File: src/rtl/chase_scan_ctrl_pkg.sv
// Shared types and constants for the chase/scan display controller.
// Holds the FSM states, the digit-enable codes, the mode codes and small step helpers.
package chase_scan_ctrl_pkg;

    typedef enum logic [1:0] {
        ST_IDLE  = 2'd0,
        ST_RUN   = 2'd1,
        ST_PAUSE = 2'd2
    } state_e;

    localparam logic [3:0] AM_D0  = 4'b1110;
    localparam logic [3:0] AM_D1  = 4'b1101;
    localparam logic [3:0] AM_D2  = 4'b1011;
    localparam logic [3:0] AM_D3  = 4'b0111;
    localparam logic [3:0] AM_OFF = 4'b1111;

    localparam logic [1:0] MODE_CHASE  = 2'd0;
    localparam logic [1:0] MODE_ROTATE = 2'd1;
    localparam logic [1:0] MODE_INVERT = 2'd2;
    localparam logic [1:0] MODE_OFF    = 2'd3;

    function automatic logic [3:0] digit_enable(input logic [1:0] d);
        case (d)
            2'd0:    return AM_D0;
            2'd1:    return AM_D1;
            2'd2:    return AM_D2;
            default: return AM_D3;
        endcase
    endfunction

    // The chase has seven positions, so both directions wrap at 6.
    function automatic logic [2:0] step_move(input logic [2:0] s, input logic down);
        if (down) return (s == 3'd0) ? 3'd6 : s - 3'd1;
        else      return (s >= 3'd6) ? 3'd0 : s + 3'd1;
    endfunction

endpackage

File: src/rtl/chase_pattern_rom.sv
// Combinational segment pattern for one digit, from mode, digit index and chase step.
// Segment k = (step + offset) mod 7 maps to bit 7-k; bit 0 is never lit.
module chase_pattern_rom
    import chase_scan_ctrl_pkg::*;
(
    input  logic [1:0] mode,
    input  logic [1:0] d,
    input  logic [2:0] step,
    output logic [7:0] pattern
);

    logic [3:0] sum;
    logic [2:0] k;
    logic [7:0] lit;

    always_comb begin
        sum = {1'b0, step} + ((mode == MODE_ROTATE) ? {2'b00, d} : 4'd0);
        k   = (sum >= 4'd7) ? 3'(sum - 4'd7) : sum[2:0];
        lit = 8'h80 >> k;
        case (mode)
            MODE_CHASE, MODE_ROTATE: pattern = ~lit;
            MODE_INVERT:             pattern = lit | 8'h01;
            default:                 pattern = 8'hFF;
        endcase
    end

endmodule

File: src/rtl/chase_scan_ctrl.sv
// Four-digit multiplexed LED chase controller: scan divider with blanking,
// chase step divider, IDLE/RUN/PAUSE FSM and registered digit/segment drive.
module chase_scan_ctrl
    import chase_scan_ctrl_pkg::*;
#(
    parameter int SCAN_DIV  = 50000,
    parameter int STEP_DIV  = 12500000,
    parameter int BLANK_CYC = 500
) (
    input  logic       clk,
    input  logic       re,
    input  logic       run,
    input  logic       dir,
    input  logic       step_req,
    input  logic       clear,
    input  logic [1:0] mode,
    output logic [3:0] am,
    output logic [7:0] out,
    output logic [2:0] step,
    output logic       running
);

    localparam int SCAN_W = (SCAN_DIV > 1) ? $clog2(SCAN_DIV) : 1;
    localparam int STEP_W = (STEP_DIV > 1) ? $clog2(STEP_DIV) : 1;

    state_e            state_q, state_d;
    logic [SCAN_W-1:0] scan_q, scan_d;
    logic [STEP_W-1:0] sdiv_q, sdiv_d;
    logic [1:0]        d_q, d_d;
    logic [1:0]        mode_q, mode_d;
    logic [2:0]        step_q, step_d;
    logic              req_q;
    logic [3:0]        am_q, am_d;
    logic [7:0]        out_q, out_d;
    logic              running_q;
    logic              scan_tick, step_tick, req_rise;
    logic [7:0]        pat;

    chase_pattern_rom u_rom (
        .mode    (mode_d),
        .d       (d_d),
        .step    (step_d),
        .pattern (pat)
    );

    always_comb begin
        scan_tick = (state_q != ST_IDLE) && (scan_q == SCAN_W'(SCAN_DIV - 1));
        step_tick = (state_q == ST_RUN) && (sdiv_q == STEP_W'(STEP_DIV - 1));
        req_rise  = step_req && !req_q;

        state_d = state_q;
        case (state_q)
            ST_IDLE:  if (run)  state_d = ST_RUN;
            ST_RUN:   if (!run) state_d = ST_PAUSE;
            ST_PAUSE: if (run)  state_d = ST_RUN;
            default:  state_d = ST_IDLE;
        endcase

        scan_d = (state_q == ST_IDLE || scan_tick) ? '0 : scan_q + 1'b1;
        d_d    = scan_tick ? d_q + 2'd1 : d_q;
        // Mode only changes at slot boundaries so a digit never shows two patterns.
        mode_d = (state_q == ST_IDLE || scan_tick) ? mode : mode_q;

        sdiv_d = sdiv_q;
        if (state_q == ST_IDLE || clear) sdiv_d = '0;
        else if (state_q == ST_RUN)      sdiv_d = step_tick ? '0 : sdiv_q + 1'b1;

        step_d = step_q;
        if (clear)
            step_d = 3'd0;
        else if (step_tick || (state_q == ST_PAUSE && req_rise))
            step_d = step_move(step_q, dir);

        am_d = AM_OFF;
        if (state_d != ST_IDLE && scan_d >= SCAN_W'(BLANK_CYC))
            am_d = digit_enable(d_d);

        // Segments load with the enable, and hold while the digits are blanked.
        out_d = out_q;
        if (state_d == ST_IDLE)  out_d = 8'hFF;
        else if (am_d != AM_OFF) out_d = pat;
    end

    always_ff @(posedge clk or negedge re) begin
        if (!re) begin
            state_q   <= ST_IDLE;
            scan_q    <= '0;
            sdiv_q    <= '0;
            d_q       <= 2'd0;
            mode_q    <= MODE_CHASE;
            step_q    <= 3'd0;
            req_q     <= 1'b0;
            am_q      <= AM_OFF;
            out_q     <= 8'hFF;
            running_q <= 1'b0;
        end else begin
            state_q   <= state_d;
            scan_q    <= scan_d;
            sdiv_q    <= sdiv_d;
            d_q       <= d_d;
            mode_q    <= mode_d;
            step_q    <= step_d;
            req_q     <= step_req;
            am_q      <= am_d;
            out_q     <= out_d;
            running_q <= (state_q == ST_RUN);
        end
    end

    assign am      = am_q;
    assign out     = out_q;
    assign step    = step_q;
    assign running = running_q;

endmodule

File: config.mk
export PLATFORM = sky130hd
export DESIGN_NAME = chase_scan_ctrl
export DESIGN_NICKNAME = d
export VERILOG_FILES = /design/src/rtl/chase_scan_ctrl_pkg.sv /design/src/rtl/chase_pattern_rom.sv /design/src/rtl/chase_scan_ctrl.sv
export SDC_FILE = /design/constraint.sdc
export NUM_CORES = 1
export LEC_CHECK = 0
export CAP_MARGIN = 20
export CORE_ASPECT_RATIO = 0.8
export CORE_UTILIZATION = 30
export DETAILED_ROUTE_END_ITERATION = 12
export HOLD_SLACK_MARGIN = 0.06
export SETUP_SLACK_MARGIN = 0.1
export SYNTH_ARGS = -nofsm -noshare
export SYNTH_HDL_FRONTEND = slang
export SYNTH_SLANG_ARGS = --single-unit
File: constraint.sdc
create_clock -name clk -period 10.3 [get_ports clk]
set_clock_uncertainty 0.15 [all_clocks]
set_input_delay 2.575 -clock clk [delete_from_list [all_inputs] [get_ports clk]]
set_output_delay 2.575 -clock clk [all_outputs]
set_load 0.01 [all_outputs]
==> impl_metrics.tcl, run 1 <==
set metrics [dict create \
    status "finished, final reports clean" \
    ys.flop_type "dfrtp_1" \
    postCtsResizedCells 0 \
    vias 2935 \
    cts_buffer_depth 2 \
    grtUsageMet2_pct 21.18 \
    worstSkewPairLatency_ns 0.34 \
    period_share_pct 61.68 \
    grt_max_degree 64 \
    syn_inst 399 \
    syn_nets 417 \
    final_common_cell "nor2_1" \
    ys_warn_count 0 \
    worst_setup_path_start_kind "input pin" \
    synth_seq_cells 63 \
    grt_setup_unrepaired "no" \
    dieArea_sq_mm 0.01250 \
    gr-usage-met3_pct 3.571 \
    finalSetupTns_ns 0 \
    arrival_ns 6.43 \
    layout.nets 439 \
    cts_hold_buf 0 \
    end_kind "flop" \
    io_pins 24 \
    power_density_mw_per_mm2 138.5 \
    critPathMaxStageDelay_ns 0.55 \
    syn-cell-area_sq_mm 0.003616 \
    final_cell_mix "nor2_1, dfrtp_1, nand2_1" \
    htreeDepth 3 \
    drt-initial-drc-count 162 \
    routed_wl_mm 7.777 \
    postCtsSetupRepairBufs 0 \
    grt.total_usage_pct 13.66 \
    drv_cap 0 \
    wl_per_cell_microns 13.55 \
    synth_edf_count 0 \
    hold_viol 0 \
    drtAntennaViolNets 0 \
    dp_hpwl_mm 5.464 \
    grt_pass1_wl_mm 13.58 \
    setup_viol 0 \
    synthArstFlopShare_pct 100.0 \
    avgSynthCellArea_sq_um 9.063 \
    synth-seq-area-share_pct 44.01 \
    leakagePower_nw 1.774 \
    finalCriticalPeriod_ns 6.353 \
    max-slew-margin-rel_pct 37.88 \
    drc 0 \
    slew_viol_final 0 \
    globalplace.congestion 0.8220 \
    fin_util_pct 36.75 \
    initial_core_util_pct 31.04 \
    rows 35 \
    cts_buffers 9 \
    dr.pass1.iters 4 \
    ir_worst_vdd_mv 0.06800 \
    worstSetupPathType "in -> reg" \
    dieWidth_microns 124.7 \
    numClockSinks 63 \
    cts_tree "done" \
    grt.overflow.total 0 \
    cp_slowest_cell "or4_1" \
    crit_fanout 8 \
    cts.clk_slew.worst_paths_ns 0.05 \
    syn_to_final_growth_pct 18.37 \
    cp_data_required_time_ns 10.38 \
    cts_root_buffer "clkbuf_16" \
    drive_gt1_share_pct 10.33 \
    antenna_found_initial 0 \
    portBuffers 23 \
    hold_path.class "reg -> reg" \
    diodes 0 \
    critical_path.cell_chain "clkdlybuf4s50_1, and3b_1, nor2_1, a2111o_1, a21oi_1, ha_1, inv_1, fa_1, inv_1, ha_1, nor2b_1, o21ai_1, mux2i_4, or4_1, a21o_1, a221oi_1" \
    grt_pass1_vias 2846 \
    fmax_ghz 0.1574 \
    die_y_microns 100.2 \
    use_met1_pct 18.39 \
    detail_route.vias_per_cell 5.113 \
    core_sq_mm 0.01165 \
    synth_cell_types 56 \
    busiest_layer "met2" \
    worst_pin_slew_ns 0.9255 \
]
==> stage by stage <==
stage	instance area, sq um	setup WS, ns	hold slack (ns)	cells	total power [mW]
after detailed placement	3976	3.625	0.2857	557	0.3034
final	4280	3.947	0.2914	574	0.5929
after CTS	4273	3.951	0.2921	573	0.6007
after global routing	4280	3.605	0.3432	574	0.6165
after global placement	3976	3.755	0.2816	557	0.3024
after floorplan	3616	4.429	0.2543	399	0.2874
==> layout make-up <==
cell class	instances	area, sq um
Timing Repair Buffer	25	240.2
Inverter	15	56.30
Clock inverter	2	12.51
Clock buffer	14	284.0
Tap cell	148	185.2
Fill cell	1195	7368
Sequential cell	63	1592
Multi-Input combinational cell	307	1911
==> final timing paths <==
| check | from | end | slack [ns] | depth (start not counted) |
|---|---|---|---|---|
| setup / recovery | step_req | out[6] | 3.95 | 16 |
| hold / removal | d_q[1] | am[3] | 0.29 | 1 |
| setup reg to reg | state_q[1] | out[6] | 5.25 | 17 |
| hold reg to reg | d_q[1] | am[3] | 0.29 | 1 |
| max in group asynchronous | re | mode_q[0] | 7.21 | 2 |
| min in group asynchronous | re | scan_q[3] | 2.28 | 2 |
==> layer usage <==
metal | part of all wire (%) | wire (microns) | vias to the layer above
met1 | 52 | 4028 | 1430
met3 | 3.1 | 239 | 6
li1 | - | - | 1461
met4 | 1.2 | 97 | 0
met5 | 0 | 0 | -
met2 | 44 | 3412 | 38
==> kinds of logic (layout without fill, tap and decap cells) <==
group | count (synthesis) | in the layout | share of synthesized area (%)
AND/OR/NAND/NOR | 191 | 191 | 26.92
AO/OA/AOI/OAI | 70 | 70 | 12.98
flip-flops | 63 | 63 | 44.01
XOR/XNOR | 32 | 32 | 7.751
buffers and inverters | 29 | 56 | 3.149
adder cells (fa/ha/maj) | 10 | 10 | 3.668
multiplexers | 4 | 4 | 1.522
==> power by group <==
part	leakage, nW	internal [mW]	switching (mW)
Sequential	0.824	0.254	0.00701
Combinational	0.806	0.0140	0.0242
Clock	0.145	0.189	0.105
==> state kept, by name, summed over array words and instances (netlist names), 2 cells and up <==
| register | flops |
|---|---|
| out | 8 |
| scan_q | 16 |
| state_q | 2 |
| d_q | 2 |
| am | 4 |
| mode_q | 2 |
| sdiv_q | 24 |
| step | 3 |
==> synth_stat cells (all sizes together) (10+ instances only) <==
library cell / instances / area, sq um
nand2: 36 / 135.1
nand3: 22 / 110.1
o21ai: 28 / 147.7
xnor2: 14 / 122.6
nor2: 61 / 229.0
xor2: 18 / 157.7
inv: 15 / 56.30
dfrtp: 51 / 1276
dfstp: 12 / 315.3
nand4: 11 / 68.82
clkbuf: 10 / 37.54
==> critical path, delay by kind of cell <==
| kind | cells | cell delay [ns] |
|---|---|---|
| AND/OR/NAND/NOR | 4 | 1.00 |
| multiplexers | 1 | 0.14 |
| adder cells (fa/ha/maj) | 3 | 0.94 |
| buffers and inverters | 3 | 0.64 |
| AO/OA/AOI/OAI | 5 | 1.13 |
Power figures use the tool's default switching activity.
==> run 2, diff against run 1 <==
==> constraint.sdc (replaced) <==
create_clock -name clk -period 6.06 [get_ports clk]
set_clock_uncertainty 0.15 [all_clocks]
set_input_delay 1.515 -clock clk [delete_from_list [all_inputs] [get_ports clk]]
set_output_delay 1.515 -clock clk [all_outputs]
set_load 0.01 [all_outputs]
==> run 2 against run 1 <==
Critical path depth unchanged. Clock-buffer cell count down 1. Sequential share of layout area up 0.16 points. Via count up 0.72%. Register-to-register slack worse by 4.3 ns. Global-route usage up 0.18 points. Design area down 0.44%. Combinational power up 71%.
==> impl_metrics.tcl, run 2 (synthesis results as in run 1) <==
set metrics [dict create \
    grt_setup_unrepaired "no" \
    die_y_microns 100.2 \
    dr.pass1.iters 4 \
    cp_data_required_time_ns 6.14 \
    cts_tree "done" \
    numClockSinks 63 \
    dp_hpwl_mm 5.423 \
    worstSetupPathType "in -> reg" \
    worst_pin_slew_ns 0.9240 \
    dieArea_sq_mm 0.01250 \
    initial_core_util_pct 31.04 \
    htreeDepth 3 \
    final_cells 574 \
    diodes 0 \
    max-slew-margin-rel_pct 37.99 \
    finalCriticalPeriod_ns 5.306 \
    end_kind "flop" \
    power_density_mw_per_mm2 230.9 \
    cts_buffers 9 \
    hold_path.class "reg -> reg" \
    detail_route.vias_per_cell 5.150 \
    vias 2956 \
    postCtsResizedCells 0 \
    crit_fanout 8 \
    rows 35 \
    worst_setup_path_start_kind "input pin" \
    status "finished, final reports clean" \
    power_mw 0.9839 \
    cts_buffer_depth 2 \
    drv_cap 0 \
    reg2reg_from "state_q[1]" \
    hold_ws_ns 0.2979 \
    drt-initial-drc-count 193 \
    syn_to_final_growth_pct 17.85 \
    critPathMaxStageDelay_ns 0.55 \
    cts_hold_buf 0 \
    cts.clk_slew.worst_paths_ns 0.05 \
    grt_pass1_vias 2848 \
    globalplace.congestion 0.8220 \
    final_common_cell "nor2_1" \
    core_sq_mm 0.01165 \
    portBuffers 23 \
    cp_slowest_cell "or4_1" \
    drtAntennaViolNets 0 \
    drc 0 \
    fmax_ghz 0.1885 \
    setup_viol 0 \
    wl_per_cell_microns 13.68 \
    worstSkewPairLatency_ns 0.33 \
    drive_gt1_share_pct 10.09 \
    cts_root_buffer "clkbuf_16" \
    antenna_found_initial 0 \
    dieWidth_microns 124.7 \
    final_cell_mix "nor2_1, dfrtp_1, nand2_1" \
    layout.nets 439 \
    finalSetupTns_ns 0 \
    routed_wl_mm 7.853 \
    io_pins 24 \
    arrival_ns 5.38 \
    hold_viol 0 \
    critical_path.cell_chain "clkdlybuf4s50_1, and3b_1, nor2_1, a2111o_1, a21oi_1, ha_1, inv_1, fa_1, inv_1, ha_1, nor2b_1, o21ai_1, mux2i_4, or4_1, a21o_1, a221oi_1" \
    worstHoldStart "d_q[1]" \
    largest_reg_flops 24 \
    cp-startpoint "step_req" \
    slew_viol_final 0 \
    grt_max_degree 64 \
    period_share_pct 87.56 \
    grt.total_usage_pct 13.84 \
    leakagePower_nw 1.765 \
    postCtsSetupRepairBufs 0 \
    placed_cells 557 \
    grt.overflow.total 0 \
    largest_register "sdiv_q" \
    ir_worst_vdd_mv 0.1034 \
    grt_pass1_wl_mm 13.72 \
]
-- run 2: cell types whose count changed in the layout (fill, tap and decap cells not counted) --
| cell | previous run | this run |
|---|---|---|
| clkbuf_1 | 1 | 2 |
| clkbuf_8 | 4 | 2 |
| clkinv_2 | 1 | 2 |
-- run 2: worst paths after layout --
check | depth (start not counted) | slack, ns | to
max in group asynchronous | 2 | 4.01 | req_q
setup / recovery | 16 | 0.75 | out[6]
hold reg to reg | 1 | 0.30 | am[3]
min in group asynchronous | 2 | 1.22 | scan_q[9]
setup reg to reg | 17 | 0.96 | out[6]
hold / removal | 1 | 0.30 | am[3]
-- run 2: layer usage --
layer  global-route usage, %  part of all wire [%]
met1                   18.63                    51
met2                   21.35                    43
met3                   4.584                   4.9
met4                   3.704                  0.98
met5                       0                     0
-- run 2: worst max-delay path, delay by kind of cell --
family / cells / cell delay (ns)
multiplexers: 1 / 0.13
AND/OR/NAND/NOR: 4 / 1.01
adder cells (fa/ha/maj): 3 / 0.95
AO/OA/AOI/OAI: 5 / 1.13
buffers and inverters: 3 / 0.63
-- run 2: power breakdown --
group	total [mW]	leakage, nW	switching (mW)	internal, mW
sequential	0.443	0.824	0.0118	0.432
combinational	0.0652	0.806	0.0414	0.0238
clock	0.475	0.136	0.178	0.297
total	0.984	1.77	0.231	0.753
-- run 2: area by class of cell --
class	instances	area, sq um
clock buffer	13	260.3
tap	148	185.2
inverter	15	56.30
fill	1182	7387
multi-input combinational	307	1911
clock inverter	3	17.52
timing repair buffer	25	240.2
sequential	63	1592
-- run 2: through the flow --
stage	instance area [sq um]	setup slack (ns)	utilization, %
4_1_cts	4254	0.7679	36.52
2_1_floorplan	3616	1.249	-
5_1_grt	4262	0.4069	36.58
6_report	4262	0.7538	36.58
3_5_place_dp	3976	0.4252	34.14
3_3_place_gp	3976	0.5750	34.14
